**src/rtl/inst_fetch_queue_pkg.sv**
```systemverilog
// Shared fetch/decode pipeline definitions: default widths, NOP encoding, fetch-entry type.
package inst_fetch_queue_pkg;

   localparam int unsigned DEF_INST_SIZE = 32;
   localparam int unsigned DEF_PC_SIZE   = 32;

   localparam logic [DEF_INST_SIZE-1:0] NOP_INST = 32'd0;

   typedef struct packed {
      logic [DEF_PC_SIZE-1:0]   pc;
      logic [DEF_INST_SIZE-1:0] instruction;
   } fetch_entry_t;

endpackage

```
**src/rtl/ifq_storage.sv**
```systemverilog
// Entry array for the fetch queue: one synchronous write port, one asynchronous read port.
module ifq_storage #(
   parameter int unsigned WIDTH = 64,
   parameter int unsigned DEPTH = 4
) (
   input  logic                     clk,
   input  logic                     wrEn,
   input  logic [$clog2(DEPTH)-1:0] wrAddr,
   input  logic [WIDTH-1:0]         wrData,
   input  logic [$clog2(DEPTH)-1:0] rdAddr,
   output logic [WIDTH-1:0]         rdData
);

   logic [WIDTH-1:0] r_mem [DEPTH];

   // Contents are deliberately not reset; pointers and count qualify validity.
   always_ff @(posedge clk) begin
      if (wrEn) r_mem[wrAddr] <= wrData;
   end

   assign rdData = r_mem[rdAddr];

endmodule

```
**src/rtl/inst_fetch_queue.sv**
```systemverilog
// Instruction prefetch queue between fetch and decode, flushable on redirect.
// Define IFQ_BYPASS_EN for a zero-latency fall-through path when the queue is empty.
module inst_fetch_queue
   import inst_fetch_queue_pkg::*;
#(
   parameter int unsigned INST_SIZE = DEF_INST_SIZE,
   parameter int unsigned PC_SIZE   = DEF_PC_SIZE,
   parameter int unsigned DEPTH     = 4
) (
   input  logic                       clk,
   input  logic                       rst,
   input  logic                       inValid,
   input  logic [PC_SIZE-1:0]         inPC,
   input  logic [INST_SIZE-1:0]       inInstruction,
   output logic                       inReady,
   output logic                       outValid,
   output logic [PC_SIZE-1:0]         outPC,
   output logic [INST_SIZE-1:0]       outInstruction,
   input  logic                       outReady,
   input  logic                       flush,
   output logic [$clog2(DEPTH+1)-1:0] count
);

   localparam int unsigned PTR_W   = $clog2(DEPTH);
   localparam int unsigned CNT_W   = $clog2(DEPTH+1);
   localparam int unsigned ENTRY_W = PC_SIZE + INST_SIZE;

   logic [PTR_W-1:0]   r_wr_ptr, r_rd_ptr, w_wr_ptr_nxt, w_rd_ptr_nxt;
   logic [CNT_W-1:0]   r_count, w_count_nxt;
   logic [ENTRY_W-1:0] w_rd_data;
   logic               w_empty, w_full, w_bypass, w_push, w_pop, w_wr_en, w_rd_adv;

   assign w_empty = (r_count == '0);
   assign w_full  = (r_count == CNT_W'(DEPTH));

`ifdef IFQ_BYPASS_EN
   // Gated by rst so nothing appears at the output while reset is held.
   assign w_bypass = rst & w_empty & inValid & ~flush;
`else
   assign w_bypass = 1'b0;
`endif

   assign inReady  = ~w_full;
   assign outValid = (~w_empty | w_bypass) & ~flush;
   assign w_push   = inValid & inReady & ~flush;
   assign w_pop    = outValid & outReady & ~flush;

   // A bypassed entry consumed in the same cycle never touches storage.
   assign w_wr_en  = w_push & ~(w_bypass & outReady);
   assign w_rd_adv = w_pop & ~w_empty;

   always_comb begin
      outPC          = w_rd_data[ENTRY_W-1:INST_SIZE];
      outInstruction = w_empty ? INST_SIZE'(NOP_INST) : w_rd_data[INST_SIZE-1:0];
      if (w_bypass) begin
         outPC          = inPC;
         outInstruction = inInstruction;
      end
   end

   always_comb begin
      w_wr_ptr_nxt = r_wr_ptr;
      w_rd_ptr_nxt = r_rd_ptr;
      w_count_nxt  = r_count;
      if (flush) begin
         w_wr_ptr_nxt = '0;
         w_rd_ptr_nxt = '0;
         w_count_nxt  = '0;
      end else begin
         if (w_wr_en)  w_wr_ptr_nxt = r_wr_ptr + PTR_W'(1);
         if (w_rd_adv) w_rd_ptr_nxt = r_rd_ptr + PTR_W'(1);
         case ({w_wr_en, w_rd_adv})
            2'b10:   w_count_nxt = r_count + CNT_W'(1);
            2'b01:   w_count_nxt = r_count - CNT_W'(1);
            default: w_count_nxt = r_count;
         endcase
      end
   end

   always_ff @(posedge clk or negedge rst) begin
      if (!rst) begin
         r_wr_ptr <= '0;
         r_rd_ptr <= '0;
         r_count  <= '0;
      end else begin
         r_wr_ptr <= w_wr_ptr_nxt;
         r_rd_ptr <= w_rd_ptr_nxt;
         r_count  <= w_count_nxt;
      end
   end

   assign count = r_count;

   ifq_storage #(
      .WIDTH (ENTRY_W),
      .DEPTH (DEPTH)
   ) u_storage (
      .clk    (clk),
      .wrEn   (w_wr_en),
      .wrAddr (r_wr_ptr),
      .wrData ({inPC, inInstruction}),
      .rdAddr (r_rd_ptr),
      .rdData (w_rd_data)
   );

endmodule

```
**config.mk**
```make
export PLATFORM = sky130hd
export DESIGN_NAME = inst_fetch_queue
export DESIGN_NICKNAME = d
export VERILOG_FILES = /design/src/rtl/inst_fetch_queue_pkg.sv /design/src/rtl/ifq_storage.sv /design/src/rtl/inst_fetch_queue.sv
export SDC_FILE = /design/constraint.sdc
export NUM_CORES = 1
export LEC_CHECK = 0
export ABC_AREA = 1
export BUFFER_PORTS_ARGS = -buffer_cell sky130_fd_sc_hd__buf_2
export CELL_PAD_IN_SITES_DETAIL_PLACEMENT = 0
export CELL_PAD_IN_SITES_GLOBAL_PLACEMENT = 1
export CORE_UTILIZATION = 27
export DETAILED_ROUTE_END_ITERATION = 12
export MAX_ROUTING_LAYER = met4
export PLACE_DENSITY_LB_ADDON = 0.1
export SYNTH_ARGS = -nofsm -noshare
export SYNTH_HDL_FRONTEND = slang
export SYNTH_HIERARCHICAL = 1
export SYNTH_SLANG_ARGS = --single-unit
export TNS_END_PERCENT = 50
```
**constraint.sdc**
```tcl
create_clock -name clk -period 6.99 [get_ports clk]
set_clock_uncertainty 0.2 [all_clocks]
set_input_delay 1.398 -clock clk [delete_from_list [all_inputs] [get_ports clk]]
set_output_delay 1.398 -clock clk [all_outputs]
set_load 0.005 [all_outputs]
```
## Word-level counts from Yosys, hierarchy flattened

Memories as Yosys holds them, arrays and structs flattened.
Index checks and enable logic that the tools add are counted.

| operators by class | value |
|---|---|
| add/sub/neg operators | 4 |
| $mul | 0 |
| div/mod/pow operators | 0 |
| order comparisons | 0 |
| eq/ne operators | 3 |
| shifts and indexed selects | 0 |
| muxes and demuxes | 9 |
| bitwise gates (word level) | 9 |
| reduce and logical (&&, ||, !) cells | 4 |

Operators by type and width:

| cell | number |
|---|---|
| 32-bit 2-to-1 mux | 1 |
| 2-bit 2-to-1 mux | 4 |
| 1-bit AND | 6 |
| 3-bit one-hot mux with 2 select lines | 1 |
| 2-bit by 1-bit adder with 2-bit output (second input constant) | 2 |
| 2-bit nonzero test | 2 |
| 3-bit by 1-bit adder with 3-bit output (second input constant) | 1 |
| 3-bit equality test (second input constant) | 1 |
| 3-bit logical NOT | 1 |
| 3-bit 2-to-1 mux | 1 |
| 1-bit NOT | 3 |
| 3-bit nonzero test | 1 |
| 3-bit by 1-bit subtractor with 3-bit output (second input constant) | 1 |
| 2-bit by 1-bit equality test with 1-bit output (second input constant) | 1 |
| 2-bit equality test (second input constant) | 1 |
| 1-bit 2-to-1 mux | 2 |

| storage, ports and cells | value |
|---|---|
| flip-flop bits (word level) | 7 |
| bits in latches | 0 |
| memory bits (writable) | 256 |
| ROM bits | 0 |
| input bits | 69 |
| output and inout bits | 69 |
| word-level logic and storage cells | 33 |
| memories kept | 1 |

Memories:

| memory | depth | width | rd ports | clocked after Yosys merged registers in | wr ports | RTL line | text |
|---|---|---|---|---|---|---|---|
| u_storage.r_mem | 4 | 64 | 1 | 0 | 1 | ifq_storage.sv:14 | `logic [WIDTH-1:0] r_mem [DEPTH];` |

## Logic depth before layout (Yosys ltp)

Gate-level depths: netlist of the first run.

| depth | value |
|---|---|
| depth in word-level cells | 9 |
| gate-level depth with buffers | 11 |
| mapped depth without buffers | 11 |

## Modules after synthesis

The synthesis of the first run kept the hierarchy.

Modules (own cells, without submodules):

| module | times used | cells each | area each (µm²) | sequential area each (µm²) |
|---|---|---|---|---|
| ifq_storage | 1 | 1010 | 10761.6 | 7687.4 |
| inst_fetch_queue | 1 | 120 | 711.9 | 175.2 |

## Worst setup path before layout of the first run

OpenSTA, ideal clock, no wires.

| timing path | value |
|---|---|
| path type | input to register |
| start | input inValid |
| end | memory u_storage.r_mem[1][0], enable pin |
| setup time | 0.565 ns |
| arrival | 5.950 ns |
| data required time | 6.225 ns |
| setup slack | 0.275 ns |
| stages on the path | 4 |
| path buffers | 0 |
| cell sequence | nand2_4 nor2_1 inv_1 nor3_1 |

| on the way | value |
|---|---|
| longest elaborated chain between the ends | 4 |

Ends and longest elaborated chain:

| item | RTL line | text |
|---|---|---|
| start: declaration | inst_fetch_queue.sv:12 | `input logic inValid,` |
| 1-bit AND (2 in series) | inst_fetch_queue.sv:45 | `assign w_push = inValid & inReady & ~flush;` |
| net w_push | inst_fetch_queue.sv:31 | `logic w_empty, w_full, w_bypass, w_push, w_pop, w_wr_en, w_rd_adv;` |
| 1-bit 2-to-1 mux | ifq_storage.sv:18 | `if (wrEn) r_mem[wrAddr] <= wrData;` |
| 1-bit 2-to-1 mux (implied by the code) | ifq_storage.sv:18 |  |
| end: declaration | ifq_storage.sv:14 |  |

The timed path passes the listed nets, and every way through them passes these cells.

## Worst setup path in the final report of the first run

| timing path | value |
|---|---|
| start | register r_rd_ptr[0] |
| end | output outInstruction[12] |

| on the way | value |
|---|---|
| longest elaborated chain between the ends | 2 |

Ends and longest elaborated chain:

| item | RTL line | text |
|---|---|---|
| start: declaration | inst_fetch_queue.sv:28 | `logic [PTR_W-1:0] r_wr_ptr, r_rd_ptr, w_wr_ptr_nxt, w_rd_ptr_nxt;` |
| start signal: assignment | inst_fetch_queue.sv:87 | `r_rd_ptr <= w_rd_ptr_nxt;` |
| memory read 4 x 64 bit | - |  |
| net w_rd_data[12] | inst_fetch_queue.sv:30 | `logic [ENTRY_W-1:0] w_rd_data;` |
| 32-bit 2-to-1 mux | inst_fetch_queue.sv:54 | `outInstruction = w_empty ? INST_SIZE'(NOP_INST) : w_rd_data[INST_SIZE-1:0];` |
| end: declaration | inst_fetch_queue.sv:18 | `output logic [INST_SIZE-1:0] outInstruction,` |

The timed path passes the listed nets, and every way through them passes these cells.

==> results of run 1 <==
## final timing paths
kind | cells after the start | end | start
min in group asynchronous | 1 | count[0]$_DFFE_PN0P_ | rst
max in group asynchronous | 1 | r_rd_ptr[0]$_DFFE_PN0P_ | rst
worst min-delay path | 1 | r_wr_ptr[0]$_DFFE_PN0P_ | r_wr_ptr[0]$_DFFE_PN0P_
worst max register to register | 8 | u_storage/r_mem[1][25]$_DFFE_PP_ | count[0]$_DFFE_PN0P_
worst max-delay path | 8 | outInstruction[12] | r_rd_ptr[0]$_DFFE_PN0P_
worst min register to register | 1 | r_wr_ptr[0]$_DFFE_PN0P_ | r_wr_ptr[0]$_DFFE_PN0P_
## worst max-delay path, delay by kind of cell, from the launching register on
kind / cells / cell delay [ns]
buffers and inverters: 4 / 1.67
flip-flops: 1 / 0.81
AND/OR/NAND/NOR: 4 / 0.30
## cells in the final DEF, fill, tap and decap left out, drive strengths merged
cell,n
a21oi,4
buf,149
bufinv,3
clkbuf,43
clkinv,10
dfrtp,7
diode,5
edfxtp,256
fa,1
inv,302
nand2,337
nand3,133
nand3b,1
nor2,36
nor3,4
o21ai,3
o31ai,1
xor2,1
## area by class of cell
cell class | instances | area (um^2) | share of cell area, %
multi-input combinational | 521 | 2250 | 16.4
sequential | 263 | 7870 | 57.5
antenna | 5 | 12.5 | 0.0914
inverter | 302 | 1140 | 8.32
tap | 539 | 674 | 4.93
clock buffer | 43 | 841 | 6.14
clock inverter | 13 | 134 | 0.978
timing repair buffer | 149 | 776 | 5.67
## cell usage after synthesis
cell	instances
clkbuf_1	4
buf_4	14
fa_1	1
nor2_1	33
o31ai_1	1
nand2_2	2
inv_4	1
o21ai_1	3
buf_2	24
dfrtp_1	7
nand2_1	333
a21oi_2	2
inv_2	6
a21oi_1	2
nand3_4	1
nand3_1	132
nor2_4	3
xor2_1	1
nand3b_1	1
buf_1	2
nor3_1	4
inv_1	295
edfxtp_1	256
nand2_4	2
## power groups by stage
stage	logic, W	registers [W]	clock network [W]
3_3_place_gp	0.000519	0.00185	0
3_5_place_dp	0.000521	0.00185	0
4_1_cts	0.000523	0.00182	0.00160
5_1_grt	0.000577	0.00183	0.00166
2_1_floorplan	0.000322	0.00183	0
6_report	0.000497	0.00182	0.00154
## cell families (layout without fill, tap and decap cells)
kind of cell | Yosys count | after routing | synth area share [%]
buffers and inverters | 346 | 507 | 12.1
DFF | 263 | 263 | 68.5
other | 0 | 5 | 0
AOI/OAI and AO/OA | 8 | 8 | 0.436
and+or+nand+nor | 511 | 511 | 18.7
xor gates and xnor gates | 1 | 1 | 0.0763
adders and majority gates | 1 | 1 | 0.174
## layer usage
| metal | vias up | wire (um) | global-route usage [%] |
|---|---|---|---|
| met3 | 42 | 1170 | 2.43 |
| met1 | 3474 | 12500 | 16.3 |
| met4 | 0 | 586 | 3.96 |
| met2 | 103 | 13100 | 22.3 |
| li1 | 3773 | - | - |
| met5 | - | 0 | - |
## sequential cells by signal, indices dropped and copies added (netlist names)
| register | count |
|---|---|
| u_storage/r_mem | 256 |
| r_rd_ptr | 2 |
| count | 3 |
| r_wr_ptr | 2 |
## stage by stage
stage               utilization (%)  instance area (um^2)
floorplan                         -                 11500
global placement               30.3                 12700
detailed placement             30.3                 12700
CTS                            32.6                 13700
global route                   32.6                 13700
finish                         32.6                 13700
==> run_results.csv, run 1 <==
group,metric,value,unit
power_and_ir_drop,swShare,25.1,%
layout,layout-drive-gt1-share,16.5,%
layout,instances_no_fill,1835,
global_routing,antenna_found_initial,3,
critical_path,critPathKind,"reg2out",
timing,worst_slack,2.02,ns
power_and_ir_drop,finalPower,0.00386,W
worst_hold_path,hp-class,"reg2reg",
logic_synthesis,netlist_instances,1130,
run_status,run_status,"complete, no violations",
timing,setup_tns,0,ns
global_routing,grt_pass1_vias,7486,
global_routing,grt.overflow.total,0,
timing,period_needed,4.97,ns
timing,hold_viol_final,0,
timing,timing.hold.ws,0.398,ns
layout,nNetsFinal,1337,
cts,postCtsSetupBuffers,0,
power_and_ir_drop,vdd_ir_drop_max,0.145,mV
die,die_y,208,um
critical_path,endpoint_kind,"primary output",
cts,clk_path_buf_depth,3,
route,first_iter_violations,233,
timing,finalCritPeriodShare,71.1,%
logic_synthesis,syn_area_per_cell,10.2,um^2
cts,clkTransAtPathRegs,0.06,ns
global_routing,grt_pass1_wl,42500,um
logic_synthesis,synth_fp_nets,1200,
power_and_ir_drop,p_leak,6.35,nW
critical_path,regToRegSetupSlack,4.22,ns
cts,htreeDepth,1,
cts,cts_resized,0,
die,initial_core_util,27.4,%
cts,clk_latency,0.55,ns
route,ant_nets,0,
critical_path,cpPeakStageDelay,0.94,ns
die,die_area,43300,um^2
critical_path,start_kind,"flop",
logic_synthesis,ys_top_cells_by_area,"edfxtp_1, nand2_1, inv_1, nand3_1, dfrtp_1",
die,fp.dieW,208,um
critical_path,crit_arrival,3.37,ns
placement,hpwl,15000,um
critical_path,crit_top_cell,"nand2_1",
route,drc,0,
timing,fmax,201,MHz
power_and_ir_drop,p_sw,0.000970,W
placement,place_congestion,0.710,
route,dr.pass1.iters,4,
global_routing,grt_max_degree,95,
logic_synthesis,ys_ff_latch,263,
power_and_ir_drop,internal_power,0.00289,W
logic_synthesis,synth_warnings,6,
placement,port_buffers,137,
cts,clockRootBuffer,"clkbuf_16",
power_and_ir_drop,power_density,282,nW/um^2
logic_synthesis,synth-seq-area-share,68.5,%
critical_path,cp.required,5.39,ns
global_routing,grt_usage,13.3,%
cts,ctsHoldBuffers,0,
route,routedWlPerCell,14.9,um
timing,worst_slew_pin_slew,1.08,ns
power_and_ir_drop,power_frac_comb,12.9,%
logic_synthesis,ys_types,24,
layout,syn2layout_area_growth,19.3,%
die,core-area,41900,um^2
timing,rsz0062_at_grt,"false",
timing,max-slew-margin-rel,28.1,%
critical_path,slowest_stage,"inv_4",
timing,setup_viol,0,
route,vias,7392,
logic_synthesis,yosysTopAreaCell,"edfxtp_1",
critical_path,cp_cell_sequence,"inv_4, buf_4, nand2_1, nand3_1, nand2_1, inv_1, nor2_1, buf_2",
route,wirelength,27400,um
die,num_rows,75,
run,max-cap-violations,0,
timing,final_max_slew_viol_count,0,
power_and_ir_drop,clkPwrFrac,39.9,%
critical_path,crit_fanout,94,
layout,fillers,4364,
route,avgViaCountPerCell,4.03,
die,ios,138,
cts,cts_sinks,263,
cts,cts-buffers-inserted,30,
placement,pre_cts_slack,2.45,ns
cts,cts_tree,"done",
power_and_ir_drop,p_seq_share,47.2,%
logic_synthesis,yosys.area.top_type_share,67.0,%
logic_synthesis,syn_area,11500,um^2
placement,dp_cells,1774,
Power figures use the tool's default switching activity.
==> inputs of run 2 (changes only) <==
--- a/config.mk
+++ b/config.mk
@@ -5,7 +5,7 @@
 export SDC_FILE = /design/constraint.sdc
 export NUM_CORES = 1
 export LEC_CHECK = 0
-export ABC_AREA = 1
+export ABC_AREA = 0
 export BUFFER_PORTS_ARGS = -buffer_cell sky130_fd_sc_hd__buf_2
 export CELL_PAD_IN_SITES_DETAIL_PLACEMENT = 0
 export CELL_PAD_IN_SITES_GLOBAL_PLACEMENT = 1
==> constraint.sdc (replaced) <==
create_clock -name clk -period 5.02 [get_ports clk]
set_clock_uncertainty 0.2 [all_clocks]
set_input_delay 1.004 -clock clk [delete_from_list [all_inputs] [get_ports clk]]
set_output_delay 1.004 -clock clk [all_outputs]
set_load 0.005 [all_outputs]
==> run 2 against run 1 <==
Effect of this change:
- worst hold slack worse by 0.30 ns
- final cell count is 41% lower
- clock power is 31% higher
- worst setup slack worse by 0.82 ns
- via count is 35% lower
- routed wire length is 20% lower
- combinational power is 13% higher
- critical path type unchanged
==> run_results.csv, run 2 <==
group,metric,value,unit
run_status,run_status,"complete, no violations",
timing,fmax,262,MHz
critical_path,crit_arrival,2.62,ns
critical_path,cp.required,3.82,ns
layout,regMostFlops,"u_storage/r_mem",
logic_synthesis,yosysTopAreaCell,"edfxtp_1",
power_and_ir_drop,clkPwrFrac,39.1,%
route,routedWlPerCell,20.3,um
timing,final_max_slew_viol_count,0,
power_and_ir_drop,p_sw,0.00117,W
timing,setup_viol,0,
logic_synthesis,ys_ff_latch,263,
power_and_ir_drop,p_leak,4.04,nW
logic_synthesis,synth-seq-area-share,77.8,%
logic_synthesis,yosys.area.top_type_share,76.1,%
route,dr.pass1.iters,4,
global_routing,grt.overflow.total,0,
route,drc,0,
layout,most-common-layout-cells,"edfxtp_1, buf_2, mux4_2",
layout,fillers,3481,
logic_synthesis,syn_area_per_cell,23.3,um^2
cts,ctsHoldBuffers,0,
cts,clockRootBuffer,"clkbuf_16",
logic_synthesis,synth_edf_count,256,
global_routing,grt_pass1_wl,33200,um
logic_synthesis,synth.most_common_cell,"edfxtp_1",
placement,port_buffers,137,
critical_path,endpoint_kind,"primary output",
placement,dp_cells,1026,
cts,cts-buffers-inserted,30,
logic_synthesis,netlist_instances,433,
power_and_ir_drop,power_frac_comb,10.9,%
placement,place_congestion,0.670,
logic_synthesis,ys_top_cells_by_count,"edfxtp_1, mux4_2, nor2b_1, buf_2, nor2_1",
critical_path,r2r_end,"count[2]$_DFFE_PN0P_",
route,ant_nets,0,
cts,cts_resized,0,
power_and_ir_drop,internal_power,0.00397,W
cts,postCtsSetupBuffers,0,
placement,hpwl,13100,um
timing,hold_viol_final,0,
logic_synthesis,synth_compound_area_share,0.706,%
layout,nNetsFinal,660,
timing,setup_tns,0,ns
timing,finalCritPeriodShare,76.1,%
logic_synthesis,ys_types,37,
timing,period_needed,3.82,ns
route,first_iter_violations,148,
cts,cts_sinks,263,
die,ios,138,
critical_path,critPathKind,"reg2out",
critical_path,start_kind,"flop",
logic_synthesis,synth_fp_nets,503,
critical_path,r2r_start,"count[0]$_DFFE_PN0P_",
logic_synthesis,ys_top_cells_by_area,"edfxtp_1, mux4_2, nor2b_1, dfrtp_1, buf_12",
critical_path,worstRegToRegCells,8,
logic_synthesis,synth_xor_area_share,0.520,%
critical_path,regToRegSetupSlack,1.98,ns
global_routing,antenna_found_initial,2,
power_and_ir_drop,p_seq_share,50.0,%
logic_synthesis,synth_warnings,6,
die,core-area,36700,um^2
layout,layout-drive-gt1-share,43.1,%
layout,syn2layout_area_growth,20.8,%
cts,cts_tree,"done",
logic_synthesis,synth.area.mux_share,14.5,%
route,vias,4810,
die,fp.dieW,195,um
die,die_area,38200,um^2
logic_synthesis,ys.flop_type,"edfxtp_1",
layout,largest_reg_flops,256,
power_and_ir_drop,power_density,421,nW/um^2
global_routing,grt_max_degree,67,
logic_synthesis,synth_top_family_by_area,"multiplexers",
power_and_ir_drop,swShare,22.8,%
global_routing,grt_pass1_vias,5324,
die,die_y,195,um
die,initial_core_util,27.5,%
timing,rsz0062_at_grt,"false",
timing,max-slew-margin-rel,24.7,%
cts,htreeDepth,1,
logic_synthesis,async_reset_ff_share,2.66,%
logic_synthesis,synth_fa_ha_area_share,0.198,%
route,wirelength,22000,um
cts,clk_latency,0.54,ns
global_routing,grt_usage,12.0,%
run,max-cap-violations,0,
layout,final_common_cell,"edfxtp_1",
logic_synthesis,syn_area,10100,um^2
timing,worst_slew_pin_slew,1.13,ns
critical_path,crit_fanout,31,
power_and_ir_drop,vdd_ir_drop_max,0.269,mV
worst_hold_path,hp-class,"in2async",
layout,instances_no_fill,1083,
route,avgViaCountPerCell,4.44,
timing,timing.hold.ws,0.101,ns
cts,clkTransAtPathRegs,0.06,ns
cts,clk_path_buf_depth,3,
die,num_rows,70,
logic_synthesis,synth-simple-area-share,3.94,%
==> run 2: kinds of logic after synthesis <==
kind of cell               after synthesis
AOI/OAI and AO/OA                        9
xor gates and xnor gates                 6
adders and majority gates                1
buffers and inverters                   24
DFF                                    263
muxes                                   65
and+or+nand+nor                         65
==> run 2: worst max-delay path by stage <==
stage / start / endpoint / slack [ns] / cells after the start
finish: r_rd_ptr[0]$_DFFE_PN0P_ / outInstruction[20] / 1.20 / 4
global route: r_rd_ptr[0]$_DFFE_PN0P_ / outInstruction[20] / 1.00 / 4
CTS: r_rd_ptr[0]$_DFFE_PN0P_ / outInstruction[20] / 1.08 / 4
detailed placement: inValid / u_storage/r_mem[2][16]$_DFFE_PP_ / 1.64 / 5
global placement: r_rd_ptr[0]$_DFFE_PN0P_ / outInstruction[31] / 1.65 / 4
floorplan: inValid / u_storage/r_mem[0][0]$_DFFE_PP_ / 0.40 / 4
==> run 2: final cells by class <==
cell class	instances	area, um^2	area share, %
Inverter	1	3.75	0.0308
Multi-Input combinational cell	146	2030	16.7
Clock inverter	14	105	0.862
Timing Repair Buffer	148	781	6.40
Antenna cell	2	5.00	0.0410
Clock buffer	41	813	6.67
Sequential cell	263	7870	64.5
Tap cell	468	586	4.80
==> run 2: layer usage <==
metal | up-vias | share of wire, % | track usage (%)
met5 | - | 0 | -
met4 | 0 | 1.8 | 2.89
met3 | 30 | 5.5 | 2.85
met2 | 101 | 51 | 20.5
met1 | 2560 | 42 | 14.2
li1 | 2119 | - | -
==> run 2: through the flow <==
stage	worst slack [ns]	utilization [%]	area (um^2)	power (W)
after global routing	1.00	33.2	12200	0.00536
after detailed placement	1.64	30.7	11300	0.00320
final	1.20	33.2	12200	0.00514
after floorplan	0.400	-	10100	0.00297
after CTS	1.08	33.2	12200	0.00524
after global placement	1.65	30.7	11300	0.00319
==> run 2: worst max-delay path, stage by stage, from the launching register on <==
cell	delay (ns)
dfrtp_4	0.87
buf_4	0.39
mux4_2	0.54
nor2b_1	0.14
buf_2	0.13
==> run 2: power by group through the flow <==
stage	sequential (W)	clock [W]	combinational (W)
4_1_cts	0.00257	0.00208	0.000588
3_5_place_dp	0.00262	0	0.000584
3_3_place_gp	0.00261	0	0.000581
6_report	0.00257	0.00201	0.000561
2_1_floorplan	0.00256	0	0.000406
5_1_grt	0.00258	0.00216	0.000619
